--- config.mk ---
export PLATFORM = sky130hd
export DESIGN_NAME = seq_alu
export DESIGN_NICKNAME = d
export VERILOG_FILES = /design/src/rtl/seq_alu.sv
export SDC_FILE = /design/constraint.sdc
export NUM_CORES = 1
export LEC_CHECK = 0
export ABC_AREA = 1
export ABC_CLOCK_PERIOD_IN_PS = 3250
export CELL_PAD_IN_SITES_DETAIL_PLACEMENT = 1
export CELL_PAD_IN_SITES_GLOBAL_PLACEMENT = 1
export CORE_MARGIN = 1.5
export CORE_UTILIZATION = 30
export CTS_CLUSTER_DIAMETER = 150
export DETAILED_ROUTE_END_ITERATION = 8
export PLACE_DENSITY = 0.6
export SYNTH_ARGS = -nofsm -noshare
export SYNTH_HDL_FRONTEND = slang
export SYNTH_SLANG_ARGS = --single-unit
--- constraint.sdc ---
create_clock -name clk -period 3.25 [get_ports clk]
set_input_delay 0.65 -clock clk [delete_from_list [all_inputs] [get_ports clk]]
set_output_delay 0.65 -clock clk [all_outputs]
set_load 0.03 [all_outputs]
--- src/rtl/seq_alu.sv ---
// Multi-cycle ALU for the tiny16 datapath: single-cycle logic/add/shift ops, iterative
// shift-add multiply and restoring divide, with valid/ready handshakes on both sides.
module seq_alu #(
  parameter int unsigned WIDTH = 16
) (
  input  logic             clk,
  input  logic             rst,
  input  logic             in_valid,
  output logic             in_ready,
  input  logic [3:0]       opcode,
  input  logic             ar_flag,
  input  logic [WIDTH-1:0] src1,
  input  logic [WIDTH-1:0] src2,
  output logic             out_valid,
  input  logic             out_ready,
  output logic [WIDTH-1:0] out,
  output logic [WIDTH-1:0] rem,
  output logic [3:0]       flags
);

  localparam int unsigned SHW = $clog2(WIDTH);
  localparam logic [SHW-1:0] CntLast = SHW'(WIDTH - 1);

  localparam logic [3:0] OpAdd = 4'b0011;
  localparam logic [3:0] OpSub = 4'b0100;
  localparam logic [3:0] OpMul = 4'b0101;
  localparam logic [3:0] OpDiv = 4'b0110;
  localparam logic [3:0] OpAnd = 4'b0111;
  localparam logic [3:0] OpOr  = 4'b1000;
  localparam logic [3:0] OpXor = 4'b1001;
  localparam logic [3:0] OpShl = 4'b1010;
  localparam logic [3:0] OpShr = 4'b1011;

  typedef enum logic [1:0] {StIdle, StMul, StDiv, StDone} state_e;

  state_e           state_q, state_d;
  logic [SHW-1:0]   cnt_q, cnt_d;
  logic [WIDTH-1:0] opa_q, opa_d;   // multiplicand or divisor
  logic [WIDTH-1:0] hi_q, hi_d;     // partial high product or partial remainder
  logic [WIDTH-1:0] lo_q, lo_d;     // multiplier/low product or dividend/quotient
  logic             divz_q, divz_d;
  logic [WIDTH-1:0] out_q, out_d;
  logic [WIDTH-1:0] rem_q, rem_d;
  logic [3:0]       flags_q, flags_d;

  logic accept;

  assign in_ready  = !rst && ((state_q == StIdle) || ((state_q == StDone) && out_ready));
  assign accept    = in_valid && in_ready;
  assign out_valid = (state_q == StDone);
  assign out       = out_q;
  assign rem       = rem_q;
  assign flags     = flags_q;

  // Single-cycle datapath, evaluated on the live operands at the accept edge.
  logic [SHW-1:0]     amt;
  logic [SHW:0]       rol_back;
  logic [WIDTH:0]     add_wide;
  logic [WIDTH:0]     shl_wide;
  logic [WIDTH:0]     shr_wide;
  logic signed [WIDTH:0] sar_wide;
  logic [WIDTH-1:0]   rol_res;

  assign amt      = src2[SHW-1:0];
  assign rol_back = (SHW+1)'(WIDTH) - {1'b0, amt};
  assign add_wide = {1'b0, src1} + {1'b0, src2};
  assign shl_wide = {1'b0, src1} << amt;
  assign shr_wide = {src1, 1'b0} >> amt;
  assign sar_wide = $signed({src1, 1'b0}) >>> amt;
  assign rol_res  = (src1 << amt) | (src1 >> rol_back);

  logic [WIDTH-1:0] sc_out;
  logic             sc_c;
  logic             sc_o;
  logic [3:0]       sc_flags;

  always_comb begin
    sc_out = '0;
    sc_c   = 1'b0;
    sc_o   = 1'b0;
    case (opcode)
      OpAdd: begin
        {sc_c, sc_out} = add_wide;
        sc_o = (src1[WIDTH-1] == src2[WIDTH-1]) && (add_wide[WIDTH-1] != src1[WIDTH-1]);
      end
      OpSub: begin
        sc_out = src1 - src2;
        sc_c   = (src1 < src2);
        sc_o   = (src1[WIDTH-1] != src2[WIDTH-1]) && (sc_out[WIDTH-1] != src1[WIDTH-1]);
      end
      OpAnd: sc_out = src1 & src2;
      OpOr:  sc_out = src1 | src2;
      OpXor: sc_out = src1 ^ src2;
      OpShl: begin
        if (ar_flag) begin
          sc_out = rol_res;
          sc_c   = (amt != '0) && rol_res[0];
        end else begin
          {sc_c, sc_out} = shl_wide;
        end
      end
      OpShr: begin
        if (ar_flag) begin
          {sc_out, sc_c} = sar_wide;
        end else begin
          {sc_out, sc_c} = shr_wide;
        end
      end
      default: begin
        sc_out = '0;
        sc_c   = 1'b0;
        sc_o   = 1'b0;
      end
    endcase
  end

  assign sc_flags = {sc_o, sc_c, sc_out[WIDTH-1], (sc_out == '0)};

  // One shift-add multiply step: add, then shift {carry, hi, lo} right by one.
  logic [WIDTH:0]   mul_sum;
  logic [WIDTH-1:0] mul_hi_nxt;
  logic [WIDTH-1:0] mul_lo_nxt;

  assign mul_sum    = {1'b0, hi_q} + ({1'b0, opa_q} & {(WIDTH+1){lo_q[0]}});
  assign mul_hi_nxt = mul_sum[WIDTH:1];
  assign mul_lo_nxt = {mul_sum[0], lo_q[WIDTH-1:1]};

  // One restoring divide step. A zero divisor always succeeds, which yields an all-ones
  // quotient and shifts the whole dividend into the remainder.
  logic [WIDTH:0]   div_trial;
  logic             div_ge;
  logic [WIDTH-1:0] div_hi_nxt;
  logic [WIDTH-1:0] div_lo_nxt;

  assign div_trial  = {hi_q, lo_q[WIDTH-1]} - {1'b0, opa_q};
  assign div_ge     = !div_trial[WIDTH];
  assign div_hi_nxt = div_ge ? div_trial[WIDTH-1:0] : {hi_q[WIDTH-2:0], lo_q[WIDTH-1]};
  assign div_lo_nxt = {lo_q[WIDTH-2:0], div_ge};

  always_comb begin
    state_d = state_q;
    cnt_d   = cnt_q;
    opa_d   = opa_q;
    hi_d    = hi_q;
    lo_d    = lo_q;
    divz_d  = divz_q;
    out_d   = out_q;
    rem_d   = rem_q;
    flags_d = flags_q;

    unique case (state_q)
      StIdle, StDone: begin
        if (accept) begin
          cnt_d = '0;
          hi_d  = '0;
          if (opcode == OpMul) begin
            state_d = StMul;
            opa_d   = src1;
            lo_d    = src2;
          end else if (opcode == OpDiv) begin
            state_d = StDiv;
            opa_d   = src2;
            lo_d    = src1;
            divz_d  = (src2 == '0);
          end else begin
            state_d = StDone;
            out_d   = sc_out;
            rem_d   = '0;
            flags_d = sc_flags;
          end
        end else if ((state_q == StDone) && out_ready) begin
          state_d = StIdle;
        end
      end
      StMul: begin
        hi_d  = mul_hi_nxt;
        lo_d  = mul_lo_nxt;
        cnt_d = cnt_q + SHW'(1);
        if (cnt_q == CntLast) begin
          state_d = StDone;
          out_d   = mul_lo_nxt;
          rem_d   = mul_hi_nxt;
          flags_d = {(mul_hi_nxt != '0), (mul_hi_nxt != '0), mul_lo_nxt[WIDTH-1],
                     (mul_lo_nxt == '0)};
        end
      end
      StDiv: begin
        hi_d  = div_hi_nxt;
        lo_d  = div_lo_nxt;
        cnt_d = cnt_q + SHW'(1);
        if (cnt_q == CntLast) begin
          state_d = StDone;
          out_d   = div_lo_nxt;
          rem_d   = div_hi_nxt;
          flags_d = {divz_q, 1'b0, div_lo_nxt[WIDTH-1], (div_lo_nxt == '0)};
        end
      end
      default: state_d = StIdle;
    endcase
  end

  always_ff @(posedge clk or posedge rst) begin
    if (rst) begin
      state_q <= StIdle;
      cnt_q   <= '0;
      opa_q   <= '0;
      hi_q    <= '0;
      lo_q    <= '0;
      divz_q  <= 1'b0;
      out_q   <= '0;
      rem_q   <= '0;
      flags_q <= '0;
    end else begin
      state_q <= state_d;
      cnt_q   <= cnt_d;
      opa_q   <= opa_d;
      hi_q    <= hi_d;
      lo_q    <= lo_d;
      divz_q  <= divz_d;
      out_q   <= out_d;
      rem_q   <= rem_d;
      flags_q <= flags_d;
    end
  end

endmodule

After elaboration in Yosys (flattened, before gate mapping)
Index checks and enable logic that the tools add are counted.
{ "totals": {"rom_bits": 0, "ramBits": 0, "output_inout_bits": 38, "word_cells": 118, "ff_bits": 91, "mem_count": 0, "latchBits": 0, "input_bits": 41} }
{ "op_classes": {"n_div": 0, "multipliers": 0, "eq_ne": 25, "add_sub_neg": 6, "n_reduce_logical": 24, "n_mux": 42, "bitwise": 6, "n_lt_le_gt_ge": 1, "shift": 5} }
{ "ops": {"columns": ["cell", "count"], "rows": [
  ["16-bit 2-to-1 mux", 19],
  ["16-bit case mux with 3 select lines", 4],
  ["16-bit case mux with 7 select lines", 1],
  ["16-bit zero test", 4],
  ["16-bit bitwise OR", 2],
  ["4-bit 2-to-1 mux", 6],
  ["4-bit equality test (second input constant)", 5],
  ["16-bit by 16-bit adder with 17-bit output", 1],
  ["16-bit by 17-bit adder with 17-bit output", 1],
  ["16-bit by 17-bit bitwise AND with 17-bit output", 1],
  ["16-bit by 4-bit << shifter with 17-bit output", 1],
  ["17-bit by 4-bit right shift with 17-bit output", 1],
  ["17-bit by 4-bit >>> shifter with 17-bit output", 1],
  ["17-bit by 16-bit subtractor with 17-bit output", 1],
  ["16-bit bitwise AND", 1],
  ["4-bit by 3-bit equality test with 1-bit output (second input constant)", 4],
  ["16-bit < comparator", 1],
  ["16-bit nonzero test", 1],
  ["16-bit by 4-bit << shifter with 16-bit output", 1],
  ["16-bit by 5-bit right shift with 16-bit output", 1],
  ["16-bit subtractor", 1],
  ["16-bit XOR", 1],
  ["4-bit case mux with 3 select lines", 1],
  ["2-bit != test (second input constant)", 5],
  ["other kinds (27)", 44]
]} }

Depth between registers and ports, before layout
Gate-level depths: netlist of the first run.
{ "depth": {"ltp_word": 10, "mapped_depth": 22, "ltp_nobuf": 18} }

Worst setup path before layout of the first run
Ideal clock, no wire load.
{ "synth_timing": {"path_type": "input -> register", "startpoint": "input src2[2]", "endpoint": "register flags_q[0] (netlist: flags[0])", "n_path_buf": 4, "required_time_ns": 3.173, "slack_ns": 0.404, "path_stages": 21, "t_arrival_ns": 2.768, "setup_ns": 0.077, "path_cell_list": "buf_2 inv_2 buf_4 buf_2 ha_1 buf_2 nor2_1 nand2_1 nand3_1 nand2_1 nand2_1 nand3_1 nand2_1 nand2_1 nand2_1 nor2_1 nor2_1 nand2_1 nor2_1 nand4_1 a21oi_1"} }
{ "synth_between": {"elab_chain_cells": 10, "elab_cells_between_ends": 20, "cone_classes": "add/sub: 3; shift: 5; mux: 7; bitwise: 4; reduce/logical: 1"} }
{ "synth_lines": {"columns": ["item", "line_no", "source"], "rows": [
  ["from (decl)", "13", "input logic [WIDTH-1:0] src2,"],
  ["5-bit by 4-bit subtractor with 5-bit output", "65", "assign rol_back = (SHW+1)'(WIDTH) - {1'b0, amt};"],
  ["16-bit by 5-bit right shift with 16-bit output", "70", "assign rol_res = (src1 << amt) | (src1 >> rol_back);"],
  ["16-bit bitwise OR", "70", null],
  ["16-bit 2-to-1 mux", "95", "if (ar_flag) begin"],
  ["16-bit case mux with 7 select lines (*)", "81", "case (opcode)"],
  ["16-bit zero test (*)", "117", "assign sc_flags = {sc_o, sc_c, sc_out[WIDTH-1], (sc_out == '0)};"],
  ["4-bit 2-to-1 mux (*)", "160", "end else if (opcode == OpDiv) begin"],
  ["4-bit 2-to-1 mux (*)", "156", "if (opcode == OpMul) begin"],
  ["4-bit 2-to-1 mux (*)", "153", "if (accept) begin"],
  ["4-bit case mux with 3 select lines (*)", "151", "unique case (state_q)"],
  ["to (signal assigned)", "222", "flags_q <= flags_d;"],
  ["to (decl)", "44", "logic [3:0] flags_q, flags_d;"]
]} }
Every way passes the cells marked *; elsewhere a longest branch is shown, timed or not. The select of a mux whose other input is x is not followed.
A chain may end at the register's enable or synchronous reset.

Final worst setup path of the first run
{ "layout_timing": {"startpoint": "input src1[10]", "endpoint": "register flags_q[1] (netlist: flags[1])"} }
{ "layout_between": {"elab_chain_cells": 8, "elab_cells_between_ends": 15, "cone_classes": "add/sub: 2; shift: 5; mux: 7; bitwise: 1"} }
{ "layout_lines": {"columns": ["item", "line_no", "source"], "rows": [
  ["from (decl)", "12", "input logic [WIDTH-1:0] src1,"],
  ["16-bit by 5-bit right shift with 16-bit output or 16-bit by 4-bit << shifter with 16-bit output (tied branches)", "70", null],
  ["16-bit bitwise OR", "70", null],
  ["16-bit 2-to-1 mux", "95", null],
  ["16-bit case mux with 7 select lines (*)", "81", null],
  ["4-bit 2-to-1 mux (*)", "160", null],
  ["4-bit 2-to-1 mux (*)", "156", null],
  ["4-bit 2-to-1 mux (*)", "153", null],
  ["4-bit case mux with 3 select lines (*)", "151", null]
]} }
Marks and branches as above.

==> results of run 1 <==
[cell families after synthesis]
logic type / synth area share, %
buf+inv: 11.7
flops: 19.1
xor+xnor: 2.08
fa+ha+maj: 10.2
compound gates: 16.2
simple gates: 40.6
[flip-flops by register name (all words and copies together), names as in the netlist, 2 cells and up]
name     cells
out         15
lo_q        16
rem         16
cnt_q        4
opa_q       16
hi_q        16
state_q      2
flags        4
[report_power, final]
part           total, mW  internal [mW]  switching, mW  leakage [nW]
registers           2.03           1.64          0.389          1.13
clock network       1.13          0.613          0.512         0.154
logic               6.85           2.41           4.44          6.52
[Yosys cell counts (5+ instances only)]
| master | instances |
|---|---|
| sky130_fd_sc_hd__nand2_1 | 591 |
| sky130_fd_sc_hd__nand3_1 | 294 |
| sky130_fd_sc_hd__inv_1 | 228 |
| sky130_fd_sc_hd__nor2_1 | 154 |
| sky130_fd_sc_hd__o21ai_0 | 104 |
| sky130_fd_sc_hd__dfrtp_1 | 90 |
| sky130_fd_sc_hd__ha_1 | 90 |
| sky130_fd_sc_hd__a21oi_1 | 84 |
| sky130_fd_sc_hd__buf_2 | 42 |
| sky130_fd_sc_hd__clkbuf_1 | 33 |
| sky130_fd_sc_hd__o22ai_1 | 30 |
| sky130_fd_sc_hd__o211ai_1 | 24 |
| sky130_fd_sc_hd__a31oi_1 | 22 |
| sky130_fd_sc_hd__nand4_1 | 19 |
| sky130_fd_sc_hd__xor2_1 | 15 |
| sky130_fd_sc_hd__nand2_2 | 14 |
| sky130_fd_sc_hd__xnor2_1 | 13 |
| sky130_fd_sc_hd__o21ai_1 | 12 |
| sky130_fd_sc_hd__nor3_1 | 11 |
| sky130_fd_sc_hd__buf_4 | 9 |
| sky130_fd_sc_hd__o21ai_2 | 8 |
| sky130_fd_sc_hd__o21bai_1 | 8 |
| sky130_fd_sc_hd__inv_2 | 6 |
| sky130_fd_sc_hd__o211ai_2 | 6 |
| sky130_fd_sc_hd__o221ai_1 | 6 |
| sky130_fd_sc_hd__and2_1 | 5 |
| sky130_fd_sc_hd__buf_6 | 5 |
| sky130_fd_sc_hd__nand3_2 | 5 |
| sky130_fd_sc_hd__nand3b_1 | 5 |
| sky130_fd_sc_hd__nor4_1 | 5 |
[layer usage]
| layer | up-vias | part of all wire [%] | GRT usage, % |
|---|---|---|---|
| li1 | 7034 | - | - |
| met1 | 6957 | 43 | 36.4 |
| met2 | 425 | 48 | 50.7 |
| met3 | 117 | 4.4 | 2.69 |
| met4 | 0 | 4.9 | 13.4 |
| met5 | - | 0 | 0 |
[per-stage QoR]
step / hold slack, ns / setup TNS, ns
floorplan: 0.464 / 0
global placement: 0.462 / -3.72
detailed placement: 0.465 / -3.82
CTS: 0.485 / -0.00253
global route: 0.503 / -0.110
finish: 0.479 / 0
[tightest hold or removal path, stage by stage, from the launching register on]
cell and delay [ns]:
sky130_fd_sc_hd__dfrtp_1 0.35, sky130_fd_sc_hd__nand2_1 0.05, sky130_fd_sc_hd__nand2_1 0.05
[what timing repair did]
action                     in CTS  in global routing
setup endpoints to repair       2                 12
gates cloned                    0                  0
pin swaps                       1                  1
buffers inserted                1                  1
hold endpoints to repair        0                  0
gates resized for setup         4                 32
[final cells by class]
type | instances | area, um^2
fill | 5201 | 23500
multi-input combinational | 1560 | 8280
timing repair buffer | 340 | 2830
sequential | 90 | 2250
inverter | 237 | 897
tap | 518 | 648
clock buffer | 9 | 225
clock inverter | 7 | 83.8
[worst paths after layout]
check	cells after the start	to	slack (ns)
max	14	flags[1]	0.07
min	2	rem[5]	0.48
max reg2reg	18	flags[3]	0.17
min reg2reg	2	rem[5]	0.48
max in group asynchronous	3	opa_q[3]	1.88
min in group asynchronous	2	rem[14]	0.73
==> impl_summary.log, run 1 <==
[metrics] largest cells by area after synthesis: sky130_fd_sc_hd__dfrtp_1 (19%), sky130_fd_sc_hd__nand2_1 (19%), sky130_fd_sc_hd__nand3_1 (12%)
[metrics] Synth Instances: 1,981
[metrics] fraction of layout cells with a size suffix above 1: 16.1%
[metrics] post-route standard cell area excluding fillers: 15,200 um^2
[metrics] antenna violations before repair: 0
[metrics] Avg Synthesized Cell Area: 5.95 um^2
[metrics] crit start category: input port
[metrics] clock latency of the later-clocked register in the worst-skew pair: 0.37 ns
[metrics] First DRT Iteration DRCs: 748
[metrics] portion of the clock cycle consumed by the worst path in the final layout: 97.9%
[metrics] number of global-route vias before repair: 15,122
[metrics] largest delay contributor family on the critical path: simple AND/OR/NAND/NOR gates
[metrics] unrepaired setup endpoints after global routing: yes
[metrics] area of the core: 38,700 um^2
[metrics] number of vias after detailed routing: 14,533
[metrics] most used cell, CP: sky130_fd_sc_hd__nand2_1
[metrics] synthesis-to-finish area growth: 29.0%
[metrics] clk sinks: 90
[metrics] dominant synthesized flop cell: sky130_fd_sc_hd__dfrtp_1
[metrics] TritonCTS clock tree: built
[metrics] achievable frequency: 314 MHz
[metrics] status: complete, no violations
[metrics] path type of the worst min-delay path: reg2reg
[metrics] most common library cell in the layout ignoring fill and taps: sky130_fd_sc_hd__nand2_1
[metrics] worst setup margin: 0.0682 ns
[metrics] sequential element share of the synthesized area: 19.1%
[metrics] Req. time, crit path: 3.49 ns
[metrics] global router's overall resource usage: 29.2%
[metrics] CP max-delay cell: sky130_fd_sc_hd__clkdlybuf4s50_1
[metrics] H-tree Lvls: 3
[metrics] Pwr Density: 657 nW/um^2
[metrics] sum of overflow across all layers after global routing: 0
[metrics] Max Fanout on Critical Path: 9
[metrics] CTS Buf Count: 9
[metrics] Die ar.: 40,500 um^2
[metrics] number of max-capacitance violations reported: 0
[metrics] type of destination of the critical path: flip-flop
[metrics] Synth Cell Area: 11,800 um^2
[metrics] Die H: 201 um
[metrics] global-route wire length before repair: 90,400 um
[metrics] start point of the worst min-delay path: rem[5]
[metrics] Syn Nets: 2,116
[metrics] NumNets Final: 2,373
[metrics] most frequent cells in the layout: sky130_fd_sc_hd__nand2_1 (590), sky130_fd_sc_hd__nand3_1 (289), sky130_fd_sc_hd__buf_4 (256)
[metrics] DRC violation count after routing: 0
[metrics] worst setup path startpoint: src1[10]
[metrics] start of the worst register-to-register path: opa_q[0]
[metrics] Worst Tran Pin Value: 1.00 ns
[metrics] most area-hungry cell type in the Yosys netlist: sky130_fd_sc_hd__dfrtp_1
[metrics] Synth async-reset ratio: 100%
[metrics] via/cell ratio: 5.26
[metrics] worst vdd ir: 423 uV
[metrics] post-route non-filler standard cell count: 2,761
[metrics] HPWL after detailed placement: 49,400 um
[metrics] Design Power: 10.0 mW
[metrics] critical path data arrival time: 3.43 ns
[metrics] clock root cell: sky130_fd_sc_hd__clkbuf_16
[metrics] Cell Chain, Critical Path: clkdlybuf4s50_1, inv_1, ha_2, nand2_1, nor2_1, and2_1, nand2_1, nand2_1, nand2_1, nand3_1, nand3_1, o21ai_0, buf_4, a31oi_1
[metrics] critical path buffer and inverter count: 3
[metrics] clock-pin slew of the registers on the worst-case setup and hold paths: 0.08 ns
[metrics] number of setup violations in the final report: 0
[metrics] share of the synthesized area in the top cell type: 19.1%
[metrics] Placed Cells: 2,743
[metrics] Util after Layout: 39.3%
[metrics] Syn. warnings: 0
[metrics] first-pass iteration count of the detailed router: 8
[metrics] total I/O pin count: 79
[metrics] remaining max-slew budget at the tightest pin: 33.2%
[metrics] wire per inst: 21.4 um
[metrics] total of buffers placed on input and output ports: 78
[metrics] last weighted congestion value of the routability-driven placer: 0.989
[metrics] Site Rows: 72
[metrics] Initial Utilization: 30.5%
[metrics] leakage power: 7.81 nW
[metrics] maximum number of pins on one net before global-route repair: 43
[metrics] post-place setup slack: -0.556 ns
[metrics] max incr delay on CP: 0.61 ns
[metrics] Cell Area, Placed: 14,800 um^2
[metrics] remaining antenna violation count: 0
[metrics] chip width: 201 um
[metrics] Final Hold Vio Count: 0
[metrics] Tmin final: 3.18 ns
[metrics] worst setup path category: in2reg
[metrics] worst clock skew on the final layout: 0.0109 ns
[metrics] Post-CTS Hold Buffers: 0
[metrics] number of distinct standard cells referenced by the synthesized netlist: 51
[metrics] final-report max-slew violation count: 0
[metrics] CTS max path bufs: 2
[metrics] Total Wirelength: 59,100 um
[metrics] number of flops mapped to enable cells by yosys: 0
[metrics] antenna diode count: 0
[metrics] flops & latches, synth: 90
No activity file was read; power rests on OpenSTA's default activity.
==> run 2, diff against run 1 <==
- PLACE_DENSITY: 0.6 -> not set
- PLACE_DENSITY_LB_ADDON: not set -> 0.1
==> run 2 against run 1 <==
Global-route usage is 0.52 points higher. Via count is 0.16% higher. Fmax is 1.9% higher. Sequential cell count stayed put. Cell area is 0.39% higher. Register-to-register slack better by 0.03 ns. Sequential share of layout area is 0.057 points lower. Critical path type unchanged. Highest routed layer unchanged.
==> impl_summary.log, run 2 (synthesis gave the netlist of run 1 again) <==
[metrics] Tmin final: 3.12 ns
[metrics] largest delay contributor family on the critical path: simple AND/OR/NAND/NOR gates
[metrics] global router's overall resource usage: 29.7%
[metrics] fraction of layout cells with a size suffix above 1: 16.3%
[metrics] DRC violation count after routing: 0
[metrics] Max Fanout on Critical Path: 7
[metrics] via/cell ratio: 5.25
[metrics] CP max-delay cell: sky130_fd_sc_hd__clkdlybuf4s50_1
[metrics] unrepaired setup endpoints after global routing: no
[metrics] NumNets Final: 2,384
[metrics] status: complete, no violations
[metrics] Die H: 201 um
[metrics] worst clock skew on the final layout: 0.00937 ns
[metrics] wire per inst: 21.5 um
[metrics] remaining antenna violation count: 0
[metrics] portion of the clock cycle consumed by the worst path in the final layout: 96.1%
[metrics] Initial Utilization: 30.5%
[metrics] Total Wirelength: 59,700 um
[metrics] most common library cell in the layout ignoring fill and taps: sky130_fd_sc_hd__nand2_1
[metrics] path type of the worst min-delay path: reg2reg
[metrics] Design Power: 10.1 mW
[metrics] total of buffers placed on input and output ports: 78
[metrics] clock root cell: sky130_fd_sc_hd__clkbuf_16
[metrics] worst vdd ir: 410 uV
[metrics] total I/O pin count: 79
[metrics] Final Hold Vio Count: 0
[metrics] crit start category: input port
[metrics] achievable frequency: 320 MHz
[metrics] critical path buffer and inverter count: 3
[metrics] antenna diode count: 0
[metrics] number of max-capacitance violations reported: 0
[metrics] number of setup violations in the final report: 0
[metrics] global-route wire length before repair: 91,600 um
[metrics] remaining max-slew budget at the tightest pin: 38.4%
[metrics] most frequent cells in the layout: sky130_fd_sc_hd__nand2_1 (589), sky130_fd_sc_hd__nand3_1 (292), sky130_fd_sc_hd__buf_4 (265)
[metrics] CTS Buf Count: 9
[metrics] Pwr Density: 663 nW/um^2
[metrics] Util after Layout: 39.4%
[metrics] first-pass iteration count of the detailed router: 5
[metrics] Die ar.: 40,500 um^2
[metrics] CTS max path bufs: 2
[metrics] last weighted congestion value of the routability-driven placer: 0.947
[metrics] final-report max-slew violation count: 0
[metrics] antenna violations before repair: 0
[metrics] number of global-route vias before repair: 15,456
[metrics] area of the core: 38,700 um^2
[metrics] Req. time, crit path: 3.56 ns
[metrics] leakage power: 7.83 nW
[metrics] Hold Slack: 0.477 ns
[metrics] critical path data arrival time: 3.43 ns
[metrics] sum of overflow across all layers after global routing: 0
[metrics] HPWL after detailed placement: 50,200 um
[metrics] clk sinks: 90
[metrics] H-tree Lvls: 3
[metrics] worst setup margin: 0.127 ns
[metrics] worst setup path category: in2reg
[metrics] maximum number of pins on one net before global-route repair: 39
[metrics] max incr delay on CP: 0.49 ns
[metrics] Cell Chain, Critical Path: clkdlybuf4s50_1, inv_2, ha_2, inv_1, nand2_1, nand3_2, nor2_1, nor2_1, nand2_1, nand3_1, nor2_1, nand2_1, nor2_1, nand2_1, nor2_2, nand4_1, a21oi_2
[metrics] type of destination of the critical path: flip-flop
[metrics] number of vias after detailed routing: 14,556
[metrics] TritonCTS clock tree: built
[metrics] synthesis-to-finish area growth: 29.5%
[metrics] clock-pin slew of the registers on the worst-case setup and hold paths: 0.07 ns
[metrics] Worst Tran Pin Value: 0.923 ns
[metrics] clock latency of the later-clocked register in the worst-skew pair: 0.37 ns
[metrics] setup TNS: 0 ns
[metrics] post-place setup slack: -0.489 ns
[metrics] chip width: 201 um
[metrics] First DRT Iteration DRCs: 784
[metrics] Site Rows: 72
[run 2: changes by cell type in the layout (fill, tap and decap cells not counted), moves of 2 or more]
cell / change
sky130_fd_sc_hd__ha_2: -2
sky130_fd_sc_hd__nand3_1: +3
sky130_fd_sc_hd__clkbuf_1: +2
sky130_fd_sc_hd__dlymetal6s2s_1: -2
sky130_fd_sc_hd__a21oi_1: -3
sky130_fd_sc_hd__nand3_2: -3
sky130_fd_sc_hd__inv_8: -2
sky130_fd_sc_hd__buf_4: +9
sky130_fd_sc_hd__ha_4: -2
sky130_fd_sc_hd__a21oi_2: +3
sky130_fd_sc_hd__nand2_2: +2
sky130_fd_sc_hd__ha_1: +4
[run 2: cell type report]
| type | count | area [um^2] |
|---|---|---|
| Tap cell | 518 | 648 |
| Inverter | 237 | 897 |
| Sequential cell | 90 | 2250 |
| Fill cell | 5149 | 23500 |
| Clock inverter | 4 | 76.3 |
| Timing Repair Buffer | 350 | 2910 |
| Multi-Input combinational cell | 1561 | 8260 |
| Clock buffer | 11 | 233 |
[run 2: metal layers]
metal / track usage (%) / share of wire [%] / vias up
li1: - / - / 7052
met1: 35.7 / 42 / 7013
met4: 16.0 / 5.6 / 0
met5: 0 / 0 / -
met3: 3.16 / 3.8 / 133
met2: 51.9 / 48 / 358
[run 2: through the flow]
step | std cells | cell area, um^2
5_1_grt | 2771 | 15300
3_5_place_dp | 2751 | 14800
4_1_cts | 2767 | 15200
3_3_place_gp | 2751 | 14800
2_1_floorplan | 1981 | 11800
6_report | 2771 | 15300
[run 2: power by group]
group	internal [mW]	switching [mW]	total, mW
clock	0.674	0.493	1.17
sequential	1.64	0.394	2.03
combinational	2.45	4.48	6.93
[run 2: worst register-to-register path: stages, from the launching register on]
cell,delay [ns]
sky130_fd_sc_hd__dfrtp_1,0.43
sky130_fd_sc_hd__nand2_1,0.09
sky130_fd_sc_hd__inv_1,0.05
sky130_fd_sc_hd__ha_1,0.27
sky130_fd_sc_hd__fa_2,0.45
sky130_fd_sc_hd__nand2_1,0.08
sky130_fd_sc_hd__nand2_1,0.05
sky130_fd_sc_hd__o21ai_1,0.19
sky130_fd_sc_hd__xnor2_1,0.19
sky130_fd_sc_hd__nor3_1,0.36
sky130_fd_sc_hd__nand3_1,0.14
sky130_fd_sc_hd__nor2_1,0.14
sky130_fd_sc_hd__nand3_1,0.17
sky130_fd_sc_hd__nand2_1,0.13
sky130_fd_sc_hd__nand3_1,0.08
sky130_fd_sc_hd__nand2_1,0.08
sky130_fd_sc_hd__nand2_1,0.04
[run 2: what timing repair did]
| item | 4_1_cts | 5_1_grt |
|---|---|---|
| gates cloned | 0 | 1 |
| setup endpoints to repair | 1 | 10 |
| pin swaps | 2 | 4 |
| gates resized for setup | 5 | 28 |
| buffers inserted | 1 | 3 |
| hold buffers | 0 | 0 |
[run 2: path summary, 6_finish.rpt]
| path | slack (ns) | cells past startpoint | end | startpoint |
|---|---|---|---|---|
| worst min register to register | 0.48 | 2 | rem[8] | rem[8] |
| max in group asynchronous | 1.86 | 3 | rem[8] | rst |
| worst max-delay path | 0.13 | 17 | flags[0] | src2[2] |
| worst max register to register | 0.20 | 16 | flags[3] | opa_q[0] |
| worst min-delay path | 0.48 | 2 | rem[8] | rem[8] |
| min in group asynchronous | 0.70 | 2 | out[1] | rst |
==> patch 1 (config.mk and constraints of run 2) <==
The 4 states of `state_e` get a Gray code encoding in 2 bits.
--- a/src/rtl/seq_alu.sv
+++ b/src/rtl/seq_alu.sv
@@ -33,3 +33,3 @@
 
-  typedef enum logic [1:0] {StIdle, StMul, StDiv, StDone} state_e;
+  typedef enum logic [1:0] {StIdle = 2'b00, StMul = 2'b01, StDiv = 2'b11, StDone = 2'b10} state_e;
 
Formal check against the unedited RTL: same outputs for any inputs over 4 cycles, from zero or initial values and one cycle with rst high; so few cycles prove little.
==> patch 1 against run 2 <==
Clock skew rose by 0.00087 ns. Die area is 2.1% lower. Routed wire length fell by 3.5%. Sequential cell count did not move. Synthesized area is 2.2% lower. Power increased by 0.79%. Register-to-register slack lost 0.04 ns. Cell count fell by 2.1%. Design area is 2.6% lower. Non-clock buffer count down 35. Utilization about the same. Worst setup slack got worse by 0.042 ns.
==> patch 1: results (changes against run 2) <==
- Final net count: 2327 (-2.4%)
- Post-Syn Instances: 1946 (-1.8%)
- Min Hold Slack: 0.4849 ns (+0.007592 ns)
- Worst EP arrival: 3.46 ns (+0.03 ns)
- Outcome: completed
- Top post-synthesis cells by area: nand2_1 (20%), dfrtp_1 (20%), nand3_1 (12%)
- Met3 Wirelength: 2.550 mm (+13%)
- Vias in the first global route: 14660 (-5.1%)
- Synthesized net count: 2077 (-1.8%)
- Vias post-DR: 14290 (-1.8%)
- Synth cell count leaders: nand2_1 (604), nand3_1 (268), inv_1 (240), nor2_1 (136), o21ai_0 (111)
- Reg2Reg Depth: 15 (-1)
- Total Routing Usage GR: 0.2929 (-0.003955)
- Hold endpoint: rem[2]
- Crit. Startpoint: src1[4]
- Initial antenna violation count: 1 (+1)
- Worst r2r dst: flags[2]
- Clock skew: 0.01024 ns (+0.0008718 ns)
- Routability Congestion: 0.9455 (-0.18%)
- Actual slew at the worst max-slew pin: 0.7485 ns (-0.1750 ns)
- Register area share after synthesis: 0.1951 (+0.004201)
- Fillers: 5036 (-2.2%)
- M2 GR Usage: 0.5162 (-0.002959)
- Reg2reg setup slack: 0.16 ns (-0.04 ns)
- Largest net degree at the start of global routing: 54 (+38%)
- DR WL met2: 27.78 mm (-3.6%)
[patch 1: layout make-up]
class / instances / share of cell area
timing repair buffer: 315 / 0.1769
tap: 511 / 0.04297
clock buffer: 9 / 0.01513
multi-input combinational: 1528 / 0.5438
sequential: 90 / 0.1513
inverter: 252 / 0.06407
clock inverter: 7 / 0.005802
[patch 1: cell families (layout without fill, tap and decap cells)]
logic type | after synthesis | in the layout | synth area share
XOR/XNOR | 27 | 27 | 0.02049
multiplexers | 1 | 1 | 0.0009755
flip-flops | 90 | 90 | 0.1951
buffers and inverters | 328 | 583 | 0.1176
AO/OA/AOI/OAI | 313 | 313 | 0.1547
AND/OR/NAND/NOR | 1097 | 1097 | 0.4109
adder cells (fa/ha/maj) | 90 | 90 | 0.1002
[patch 1: report_power, final]
part,internal (mW),switching (mW),leakage [nW]
registers,1.60,0.388,1.07
clock network,0.614,0.529,0.144
logic,2.57,4.50,6.57
==> patch 2 (settings of run 2) <==
Without the edit above. The parameter `WIDTH` goes from 16 to 8.
--- a/src/rtl/seq_alu.sv
+++ b/src/rtl/seq_alu.sv
@@ -3,3 +3,3 @@
 module seq_alu #(
-  parameter int unsigned WIDTH = 16
+  parameter int unsigned WIDTH = 8
 ) (
Interface: changed (resized out, rem, src1 and src2); port bits go from 79 to 47. No check against the original RTL was run, so the function may have changed too.
==> patch 2 against run 2 <==
Critical path depth fell by 2. Power fell by 54%. Sequential share of layout area rose by 3.3 points. Critical path type unchanged. Sequential cell count fell by 41. Routed wire length fell by 62%. Maximum frequency rose by 3.8%. Design area fell by 56%. Clock skew fell by 0.00082 ns. Clock power fell by 55%. Largest power group unchanged. Die area fell by 51%. Largest cell class unchanged. Non-clock buffer count fell by 250. Worst setup slack improved by 0.11 ns. Global-route usage fell by 5.6 points. Synthesized area fell by 52%.
==> patch 2: results (changes against run 2) <==
- Outcome: completed
- Final net count: 1071 (-55%)
- M2 GR Usage: 0.4257 (-0.09341)
- DR pass1 iterations: 4 (-1)
- Setup bufs post-CTS: 0 (-1)
- Synth Area in Compound Gates: 0.1568 (-0.005437)
- Clock Buffer Count: 6 (-5)
- Reg2reg setup slack: 0.50 ns (+0.30 ns)
- Vias in the first global route: 6583 (-57%)
- Vias post-DR: 6248 (-57%)
- Syn Area/Cell: 6.179 um2 (+3.8%)
- Register area share after synthesis: 0.2171 (+0.02618)
- Fraction of layout cells with a size suffix above 1: 0.09759 (-0.06575)
- FF/Latch Area: 0.001226 mm2 (-46%)
- Synth Area in Adders: 0.1227 (+0.02048)
- Actual slew at the worst max-slew pin: 0.7323 ns (-0.1912 ns)
- Area of the multi-input gates: 0.003774 mm2 (-54%)
- WL met1: 10.23 mm (-59%)
- Crit-path max FO: 5 (-2)
- Dpl cell area: 0.006651 mm2 (-55%)
- Multi-Input Combinational: 708 (-55%)
- Clk Latency, worst-skew pair: 0.30 ns (-0.07 ns)
- Fillers: 2420 (-53%)
- Synthesized net count: 992 (-53%)
- P&R area growth vs syn: 20.31%
- NonClk Buf Share: 0.1293 (-0.06129)
- DR WL met2: 11.16 mm (-61%)
- Leakage: 3.505 nW (-55%)
- Clock skew: 0.008544 ns (-0.0008212 ns)
- Total Routing Usage GR: 0.2408 (-0.05610)
- Yosys reg bits: 49 (-46%)
- Synth cell types: 44 (-14%)
- Signal buffers: 100 (-71%)
- Synth Area in XOR/XNOR: 0.01706 (-0.003731)
- First-pass GRT wire length: 36.96 mm (-60%)
- Total number of H-tree levels: 2 (-1)
- GRT met1 Usage: 0.3098 (-0.04707)
- DRT iter0 DRCs: 301 (-62%)
- Final total power: 4.656 mW (-54%)
- Top post-synthesis cells by area: dfrtp_1 (22%), nand2_1 (19%), ha_1 (11%)
- Peak supply drop: 0.0003406 V (-17%)
- Post-DP HPWL: 18.84 mm (-63%)
- Buffers on Ports: 46 (-41%)
- Crit-path max cell delay: 0.54 ns (+0.05 ns)
[patch 2: cell count changes in the layout (fill, tap and decap cells not counted), sizes merged, moves of 30 or more]
cell           delta
nand2           -319
buf             -218
nand3           -197
inv             -110
nor2             -83
o21ai            -56
a21oi            -43
dfrtp            -41
ha               -41
clkdlybuf4s50    -30
[patch 2: worst paths after layout]
path / cells after the start / endpoint / startpoint
worst max-delay path: 15 / flags[0] / src1[0]
worst min-delay path: 2 / rem[7] / rem[7]
worst max register to register: 14 / hi_q[7] / lo_q[7]
worst min register to register: 2 / rem[7] / rem[7]
max in group asynchronous: 3 / opa_q[3] / rst
min in group asynchronous: 2 / lo_q[0] / rst
[patch 2: critical path, delay by kind of cell]
family | cells | cell delay (ns)
XOR/XNOR | 1 | 0.15
AO/OA/AOI/OAI | 1 | 0.14
adder cells (fa/ha/maj) | 2 | 0.60
AND/OR/NAND/NOR | 8 | 0.94
buffers and inverters | 3 | 0.74
[patch 2: power breakdown]
group	internal [mW]	total (mW)	switching, mW	leakage, nW
Sequential	0.876	1.08	0.201	0.621
Combinational	1.08	3.06	1.98	2.82
Clock	0.286	0.523	0.237	0.0631
Total	2.24	4.66	2.42	3.50
[patch 2: stage by stage]
stage	utilization	setup WS (ns)	hold slack, ns	cells	TNS, ns
global route	0.3732	0.1127	0.5015	1223	0
floorplan	-	0.8567	0.4498	914	0
global placement	0.3653	-0.04848	0.4695	1215	-0.04848
detailed placement	0.3653	-0.06811	0.4739	1215	-0.06811
CTS	0.3732	0.2367	0.4877	1223	0
finish	0.3732	0.2422	0.4843	1223	0
[patch 2: kinds of logic after synthesis]
logic type      count (synthesis)
simple gates                  490
buf+inv                       157
compound gates                154
fa+ha+maj                      53
flops                          49
xor+xnor                       11
